**config.mk**
```make
export PLATFORM = sky130hd
export DESIGN_NAME = alarm_controller
export DESIGN_NICKNAME = d
export VERILOG_FILES = /design/src/rtl/alarm_pkg.sv /design/src/rtl/alarm_controller_input_debouncer.sv /design/src/rtl/alarm_controller.sv
export SDC_FILE = /design/constraint.sdc
export NUM_CORES = 1
export LEC_CHECK = 0
export ABC_AREA = 1
export CORE_MARGIN = 3
export CORE_UTILIZATION = 25
export CTS_CLUSTER_SIZE = 40
export DETAILED_ROUTE_END_ITERATION = 16
export DONT_BUFFER_PORTS = 1
export GPL_TIMING_DRIVEN = 0
export PLACE_DENSITY = 0.35
export SYNTH_ARGS = -nofsm -noshare
export SYNTH_HDL_FRONTEND = slang
export SYNTH_SLANG_ARGS = --single-unit
```
**constraint.sdc**
```tcl
create_clock -name clk -period 3.1 [get_ports clk]
set_clock_uncertainty 0.2 [all_clocks]
set_input_delay 0.465 -clock clk [delete_from_list [all_inputs] [get_ports clk]]
set_output_delay 0.465 -clock clk [all_outputs]
set_load 0.03 [all_outputs]
```
**src/rtl/alarm_pkg.sv**
```systemverilog
// alarm_pkg: state encodings, zone count and status bus layout shared by the alarm and display blocks
package alarm_pkg;
  localparam int ZONES = 4;
  localparam int STATUS_W = ZONES + 1;
  localparam int ST_ARMED = ZONES;
  localparam int ST_ZONE_MSB = ZONES - 1;
  localparam int ST_ZONE_LSB = 0;
  localparam int TIMER_W = 30;
  typedef enum logic [2:0] {
    DISARMED    = 3'd0,
    EXIT_DELAY  = 3'd1,
    ARMED       = 3'd2,
    ENTRY_DELAY = 3'd3,
    ALARM       = 3'd4
  } state_t;
endpackage

```
**src/rtl/alarm_controller_input_debouncer.sv**
```systemverilog
// input_debouncer: 2-flop synchronizer, stable-count debouncer and optional registered rising-edge pulse
module input_debouncer #(
  parameter int unsigned DEBOUNCE_CYCLES = 1_000_000,
  parameter bit          PULSE_EN        = 1'b1
) (
  input  logic clk,
  input  logic rst_n,
  input  logic raw,
  output logic level,
  output logic pulse
);
  localparam int CW = $clog2(DEBOUNCE_CYCLES + 1);
  logic [1:0] sync;
  logic [CW-1:0] cnt;
  logic differ, done;
  assign differ = sync[1] != level;
  assign done = differ && cnt == CW'(DEBOUNCE_CYCLES - 1);
  always_ff @(posedge clk or negedge rst_n) begin
    if (!rst_n) begin
      sync  <= '0;
      cnt   <= '0;
      level <= 1'b0;
    end else begin
      sync  <= {sync[0], raw};
      cnt   <= (!differ || done) ? '0 : cnt + 1'b1;
      level <= done ? sync[1] : level;
    end
  end
  if (PULSE_EN) begin : g_pulse
    logic prev;
    always_ff @(posedge clk or negedge rst_n) begin
      if (!rst_n) begin
        prev  <= 1'b0;
        pulse <= 1'b0;
      end else begin
        prev  <= level;
        pulse <= level & ~prev;
      end
    end
  end else begin : g_nopulse
    assign pulse = 1'b0;
  end
endmodule

```
**src/rtl/alarm_controller.sv**
```systemverilog
// alarm_controller: debounced sensor/button front end and arm/exit/entry/alarm FSM; ALARM_ENTRY_DELAY_EN enables the entry delay
module alarm_controller
  import alarm_pkg::*;
#(
  parameter int unsigned DEBOUNCE_CYCLES    = 1_000_000,
  parameter int unsigned EXIT_DELAY_CYCLES  = 1_000_000_000,
  parameter int unsigned ENTRY_DELAY_CYCLES = 1_000_000_000
) (
  input  logic                clk,
  input  logic                rst_n,
  input  logic [ZONES-1:0]    sensor,
  input  logic                arm_btn,
  input  logic                disarm_btn,
  output logic [STATUS_W-1:0] status,
  output logic                siren,
  output logic [2:0]          state_dbg
);
  logic [ZONES-1:0] zone_db, unused_zone_pulse;
  logic arm_p, disarm_p, unused_arm_lvl, unused_disarm_lvl;
  for (genvar i = 0; i < ZONES; i++) begin : g_zone
    input_debouncer #(.DEBOUNCE_CYCLES(DEBOUNCE_CYCLES), .PULSE_EN(1'b0)) u_db (
      .clk, .rst_n, .raw(sensor[i]), .level(zone_db[i]), .pulse(unused_zone_pulse[i])
    );
  end
  input_debouncer #(.DEBOUNCE_CYCLES(DEBOUNCE_CYCLES), .PULSE_EN(1'b1)) u_arm (
    .clk, .rst_n, .raw(arm_btn), .level(unused_arm_lvl), .pulse(arm_p)
  );
  input_debouncer #(.DEBOUNCE_CYCLES(DEBOUNCE_CYCLES), .PULSE_EN(1'b1)) u_disarm (
    .clk, .rst_n, .raw(disarm_btn), .level(unused_disarm_lvl), .pulse(disarm_p)
  );
  state_t state, nxt;
  logic [ZONES-1:0] zones, zones_nxt;
  logic [TIMER_W-1:0] timer;
  logic exit_done;
  assign exit_done = timer == TIMER_W'(EXIT_DELAY_CYCLES - 1);
`ifdef ALARM_ENTRY_DELAY_EN
  localparam state_t TRIP = ENTRY_DELAY;
  logic entry_done;
  assign entry_done = timer == TIMER_W'(ENTRY_DELAY_CYCLES - 1);
`else
  localparam state_t TRIP = ALARM;
  localparam int unsigned unused_entry_delay = ENTRY_DELAY_CYCLES;
`endif
  always_comb begin
    nxt = state;
    case (state)
      DISARMED:    nxt = arm_p ? EXIT_DELAY : DISARMED;
      EXIT_DELAY:  nxt = exit_done ? ARMED : EXIT_DELAY;
      ARMED:       nxt = |zone_db ? TRIP : ARMED;
`ifdef ALARM_ENTRY_DELAY_EN
      ENTRY_DELAY: nxt = entry_done ? ALARM : ENTRY_DELAY;
`endif
      ALARM:       nxt = ALARM;
      default:     nxt = DISARMED;
    endcase
    if (disarm_p) nxt = DISARMED;
    zones_nxt = (nxt == DISARMED) ? '0 :
                (state inside {ARMED, ENTRY_DELAY, ALARM}) ? (zones | zone_db) : zones;
  end
  // timer restarts on every state change, so each delay state begins at zero
  always_ff @(posedge clk or negedge rst_n) begin
    if (!rst_n) begin
      state <= DISARMED;
      zones <= '0;
      timer <= '0;
    end else begin
      state <= nxt;
      zones <= zones_nxt;
      timer <= (nxt != state || !(nxt inside {EXIT_DELAY, ENTRY_DELAY})) ? '0 : timer + 1'b1;
    end
  end
  assign status[ST_ARMED] = state != DISARMED;
  assign status[ST_ZONE_MSB:ST_ZONE_LSB] = zones;
  assign siren = state == ALARM;
  assign state_dbg = state;
endmodule

```
==> flow_summary.json, run 1 <==
{
  "io_pins": 17,
  "core_area_um2": 35900,
  "fillers": 3910,
  "critPathLaunchType": "flop",
  "cts_inserted_buffers": 17,
  "timing.rr.end": "u_arm.cnt[2]",
  "synthXorXnorAreaFrac": 0.0705,
  "fin_nets": 1166,
  "syn_to_final_growth_pct": 12.9,
  "synth_top_cell_by_area": "dfrtp_1",
  "synth_compound_area_frac": 0.0305,
  "final.period_utilization": 0.739,
  "synth-simple-area-share": 0.339,
  "power.leakage_nw": 4.28,
  "clk_latency_ns": 0.44,
  "synth_edf_count": 0,
  "grt_start_max_net_pins": 180,
  "drt_iter0_drc": 369,
  "grt_pass1_wl_um": 38000,
  "hold_viol": 179,
  "tns_ns": 0,
  "port_buffers": 0,
  "grt_pass1_vias": 7444,
  "sw_frac_of_total": 0.231,
  "ir_drop_v": 0.000350,
  "cts_tree": "built",
  "drc": 0,
  "combPwrFrac": 0.018,
  "wl_per_cell_um": 13.4,
  "drt-met1-wl_um": 11200,
  "pre_cts_ws_ns": 0.879,
  "via_count": 7084,
  "cts.repair.resized": 0,
  "place.gp.congestion": 0.773,
  "setup-violations-final": 0,
  "synth_top_family_by_area": "simple AND/OR/NAND/NOR gates",
  "fmax_mhz": 437,
  "cts_buffer_depth": 2,
  "crit_fanout": 4,
  "synthMuxAreaShare": 0,
  "setup_ws_ns": 0.809,
  "clk_pin_slew_ns": 0.07,
  "p_seq_frac": 0.521,
  "p_switching_mw": 1.06,
  "ff_latch_area_um2": 4480,
  "r2r_slack_ns": 0.91,
  "yosysMostFrequentCell": "nor2_1",
  "viasPerCell": 4.36,
  "cts_root_buffer": "clkbuf_16",
  "synthTopCellsByCount": "nor2_1, nand2_1, dfrtp_1",
  "yosysSeqAreaShare": 0.487,
  "ys_types": 37,
  "wl_met3_um": 440,
  "hp-class": "primary input to asynchronous set/reset pin",
  "async_reset_ff_frac": 1.00,
  "ant_nets": 0,
  "reg2reg_depth": 9,
  "synth_adder_area_share": 0.00953,
  "ctsHoldBuffers": 6,
  "final_util": 0.289,
  "violations": "negative hold slack",
  "grt_remaining_overflow": 0,
  "grt_use_total": 0.121,
  "drive_gt1_frac": 0.0774,
  "hpwlAfterDp_um": 15400,
  "dieArea_um2": 39100,
  "synth_nets": 1141,
  "syn_avg_cell_area_um2": 8.16,
  "synth_flop_cell": "dfrtp_1",
  "wl_um": 21800,
  "die_width_um": 198,
  "critPathCaptureType": "output pin",
  "fp.dieH_um": 198,
  "initial_core_util": 0.256,
  "worst_ep_required_time_ns": 2.43,
  "grt_setup_unrepaired": "no",
  "total_power_mw": 4.58,
  "drv_slew": 0,
  "pwr-share-clk": 0.461,
  "multi_input_area_um2": 4130,
  "crit_arrival_ns": 1.63,
  "wl_met2_um": 9940,
  "cap_violations": 0,
  "period_minus_slack_ns": 2.29,
  "cts_sinks": 179,
  "powerDensity_nw_per_um2": 441,
  "synth.top_cell.area_share": 0.487,
  "rr_startpoint": "u_arm.cnt[0]",
  "h-tree-depth": 4,
  "dr.pass1.iters": 7,
  "antenna_found_initial": 0,
  "synthesis.area_um2": 9190,
  "worstMarginPinSlew_ns": 0.915,
  "hold_ws_ns": -0.459,
  "status": "finished with violations",
  "row_count": 69,
  "netlist_instances": 1126,
  "synth_area_leaders": "dfrtp_1, nor2_1, nand2_1",
  "top_layer": "met4",
  "crit_type": "flop to output pin",
  "relSlewSlack": 0.384,
  "p_int_mw": 3.52,
  "ys_ff_latch": 179,
  "synth_warnings": 0,
  "antenna_cells": 0
}
[per-layer routing]
| layer | track usage | vias to the layer above |
|---|---|---|
| met3 | 0.0264 | 19 |
| li1 | - | 3655 |
| met4 | 0.0325 | 0 |
| met5 | 0 | - |
| met1 | 0.167 | 3345 |
| met2 | 0.192 | 65 |
[what timing repair did]
action / CTS / global route
endpoints found under the setup margin: 0 / 0
endpoints found under the hold margin: 185 / 179
setup buffers: 0 / 0
[cell families after synthesis]
kind of cell	Yosys count
and+or+nand+nor	675
DFF	179
buffers and inverters	141
xor gates and xnor gates	74
AOI/OAI and AO/OA	50
adders and majority gates	7
[per-stage QoR]
step	cell area (um2)	std cells
3_5_place_dp	9770	1587
3_3_place_gp	9770	1587
2_1_floorplan	9190	1126
5_1_grt	10400	1624
4_1_cts	10400	1624
6_report	10400	1624
[worst max path at each step]
stage	from	slack, ns	depth (start not counted)	to
after floorplan	state_dbg[0]	1.26	8	zones[0]
final	state_dbg[1]	0.81	3	siren
after global routing	u_arm.cnt[0]	0.65	9	u_arm.cnt[17]
after CTS	state_dbg[0]	0.74	3	siren
after global placement	u_arm.cnt[0]	0.88	9	u_arm.cnt[2]
after detailed placement	u_arm.cnt[0]	0.88	9	u_arm.cnt[2]
[layout make-up]
class                           count  share of cell area
Sequential cell                   179               0.431
Multi-Input combinational cell    806               0.398
Clock inverter                     11              0.0102
Timing Repair Buffer                6             0.00579
Buffer                             13             0.00952
Inverter                          128              0.0463
Tap cell                          461              0.0556
Clock buffer                       20              0.0430
[critical path: stages (launching register included)]
cell and delay, ns:
dfrtp_1 0.56, nor2_1 0.25, nand2_1 0.09, inv_1 0.29
[flip-flops by register name, indices dropped and copies added (netlist names), 3 cells and up]
signal             count
g_zone.u_db.cnt       80
g_zone.u_db.level      4
g_zone.u_db.sync       8
state_dbg              3
timer                 30
u_arm.cnt             20
u_disarm.cnt          20
zones                  4
[power by group through the flow]
stage / clock network [mW] / registers, mW / logic (mW)
after global placement: 0 / 2.43 / 0.0812
after global routing: 2.32 / 2.39 / 0.0996
final: 2.11 / 2.38 / 0.0837
after CTS: 2.23 / 2.38 / 0.0866
after detailed placement: 0 / 2.43 / 0.0803
after floorplan: 0 / 2.42 / 0.0613
[layout by cell type (no fill, tap or decap), types with 9 or more instances in the layout]
master     netlist  layout
nor2_1         219     219
nand2_1        217     217
dfrtp_1        179     179
inv_1          126     126
nor3_1          74      74
xor2_1          51      51
nand3_1         38      38
nand4_1         36      36
xnor2_1         23      23
nor3b_1         23      23
a21oi_1         17      17
o21ai_0         17      17
clkbuf_16        0      17
nor4_1          12      12
nor2_2          11      11
nand2_2          9       9
(Power assumes the default switching activity.)
==> inputs of run 2 (changes only) <==
Clock period 3.1 ns to 2.16 ns, I/O delays scaled along.
==> flow_summary.json, run 2 (synthesis results as in run 1) <==
{
  "h-tree-depth": 4,
  "worst_ep_required_time_ns": 1.64,
  "row_count": 69,
  "fmax_mhz": 496,
  "reg2reg_depth": 11,
  "ant_nets": 0,
  "ctsHoldBuffers": 6,
  "setup-violations-final": 0,
  "cap_violations": 0,
  "syn_to_final_growth_pct": 14.8,
  "grt_pass1_vias": 7456,
  "viasPerCell": 4.34,
  "hp-class": "primary input to asynchronous set/reset pin",
  "fin_nets": 1179,
  "crit_slowest_cell": "dfrtp_2",
  "grt_pass1_wl_um": 38100,
  "grt_start_max_net_pins": 180,
  "core_area_um2": 35900,
  "violations": "negative hold slack",
  "crit_family": "flip-flops",
  "r2r_slack_ns": 0.18,
  "timing.rr.end": "timer[12]",
  "dieArea_um2": 39100,
  "cts_buffer_depth": 2,
  "clk_latency_ns": 0.44,
  "wl_um": 21900,
  "via_count": 7099,
  "total_power_mw": 6.59,
  "io_pins": 17,
  "relSlewSlack": 0.388,
  "crit_fanout": 5,
  "worstMarginPinSlew_ns": 0.909,
  "critPathBufInv": 1,
  "die_width_um": 198,
  "antenna_found_initial": 0,
  "status": "finished with violations",
  "cts_sinks": 179,
  "dr.pass1.iters": 4,
  "power.leakage_nw": 4.33,
  "drt_iter0_drc": 326,
  "critPathCaptureType": "output pin",
  "period_minus_slack_ns": 2.01,
  "cts_root_buffer": "clkbuf_16",
  "crit_chain": "nor2_1 -> nand2_1 -> clkinvlp_4",
  "hold_ws_ns": -0.613,
  "clk_pin_slew_ns": 0.06,
  "powerDensity_nw_per_um2": 625,
  "initial_core_util": 0.256,
  "reg_top3": "g_zone.u_db.cnt x80, timer x30",
  "largest_reg_flops": 80,
  "hold_viol": 179,
  "ir_drop_v": 0.000508,
  "final_util": 0.294,
  "grt_setup_unrepaired": "yes",
  "max_stage_delay_ns": 0.51,
  "drc": 0,
  "fp.dieH_um": 198,
  "drive_gt1_frac": 0.100,
  "crit_arrival_ns": 1.49,
  "cts_tree": "built",
  "final.period_utilization": 0.933,
  "rr_startpoint": "timer[0]",
  "largest-register": "g_zone.u_db.cnt",
  "wl_per_cell_um": 13.4,
  "antenna_cells": 0,
  "final_cell_mix": "nand2_1, nor2_1, dfrtp_1",
  "grt_remaining_overflow": 0,
  "critPathLaunchType": "flop",
  "hpwlAfterDp_um": 15400,
  "crit_type": "flop to output pin",
  "cts_inserted_buffers": 17,
  "grt_use_total": 0.121,
  "place.gp.congestion": 0.773,
  "drv_slew": 0,
  "port_buffers": 0
}
==> run 2: timing repair <==
item                                    4_1_cts  5_1_grt
endpoints found under the setup margin       31      111
resized for setup                             7       17
pin swaps                                     1        7
buffers inserted                              1       12
hold endpoints to repair                    185      179
==> run 2: power breakdown <==
part	internal (mW)	leakage, nW	switching (mW)
sequential	3.39	2.45	0.0337
clock	1.62	0.251	1.41
combinational	0.0607	1.63	0.0767
total	5.07	4.33	1.52
==> run 2: final cells by class <==
| type | instances | area [um2] |
|---|---|---|
| buffer | 13 | 115 |
| clock inverter | 11 | 106 |
| clock buffer | 20 | 447 |
| inverter | 128 | 484 |
| fill | 3886 | 25400 |
| timing repair buffer | 19 | 158 |
| tap | 461 | 577 |
| multi-input combinational | 806 | 4180 |
| sequential | 179 | 4480 |
==> run 2: worst max-delay path by stage <==
stage	slack, ns	from	depth (start not counted)	endpoint
6_report	0.15	state_dbg[0]	3	siren
5_1_grt	-0.006	g_zone[1].u_db.cnt[1]	10	g_zone[1].u_db.cnt[12]
4_1_cts	0.02	u_arm.cnt[0]	9	u_arm.cnt[2]
3_5_place_dp	-0.06	u_arm.cnt[0]	9	u_arm.cnt[2]
3_3_place_gp	-0.06	u_arm.cnt[0]	9	u_arm.cnt[2]
2_1_floorplan	0.32	state_dbg[0]	8	zones[0]
==> run 2: per-layer routing <==
layer  vias to the layer above  part of all wire  track usage  wire length (um)
met3                        14             0.018       0.0264               401
met2                        47              0.45        0.193              9940
met4                         0             0.013       0.0325               277
met5                         -                 0            0                 0
met1                      3351              0.52        0.167             11300
li1                       3687                 -            -                 -
==> run 2: per-stage QoR <==
stage               instance area, um2  worst slack, ns  TNS (ns)  instances
floorplan                         9190            0.319         0       1126
global placement                  9770          -0.0586    -0.850       1587
detailed placement                9770          -0.0614    -0.966       1587
CTS                              10400           0.0161         0       1625
global route                     10600         -0.00553  -0.00553       1637
finish                           10600            0.145         0       1637
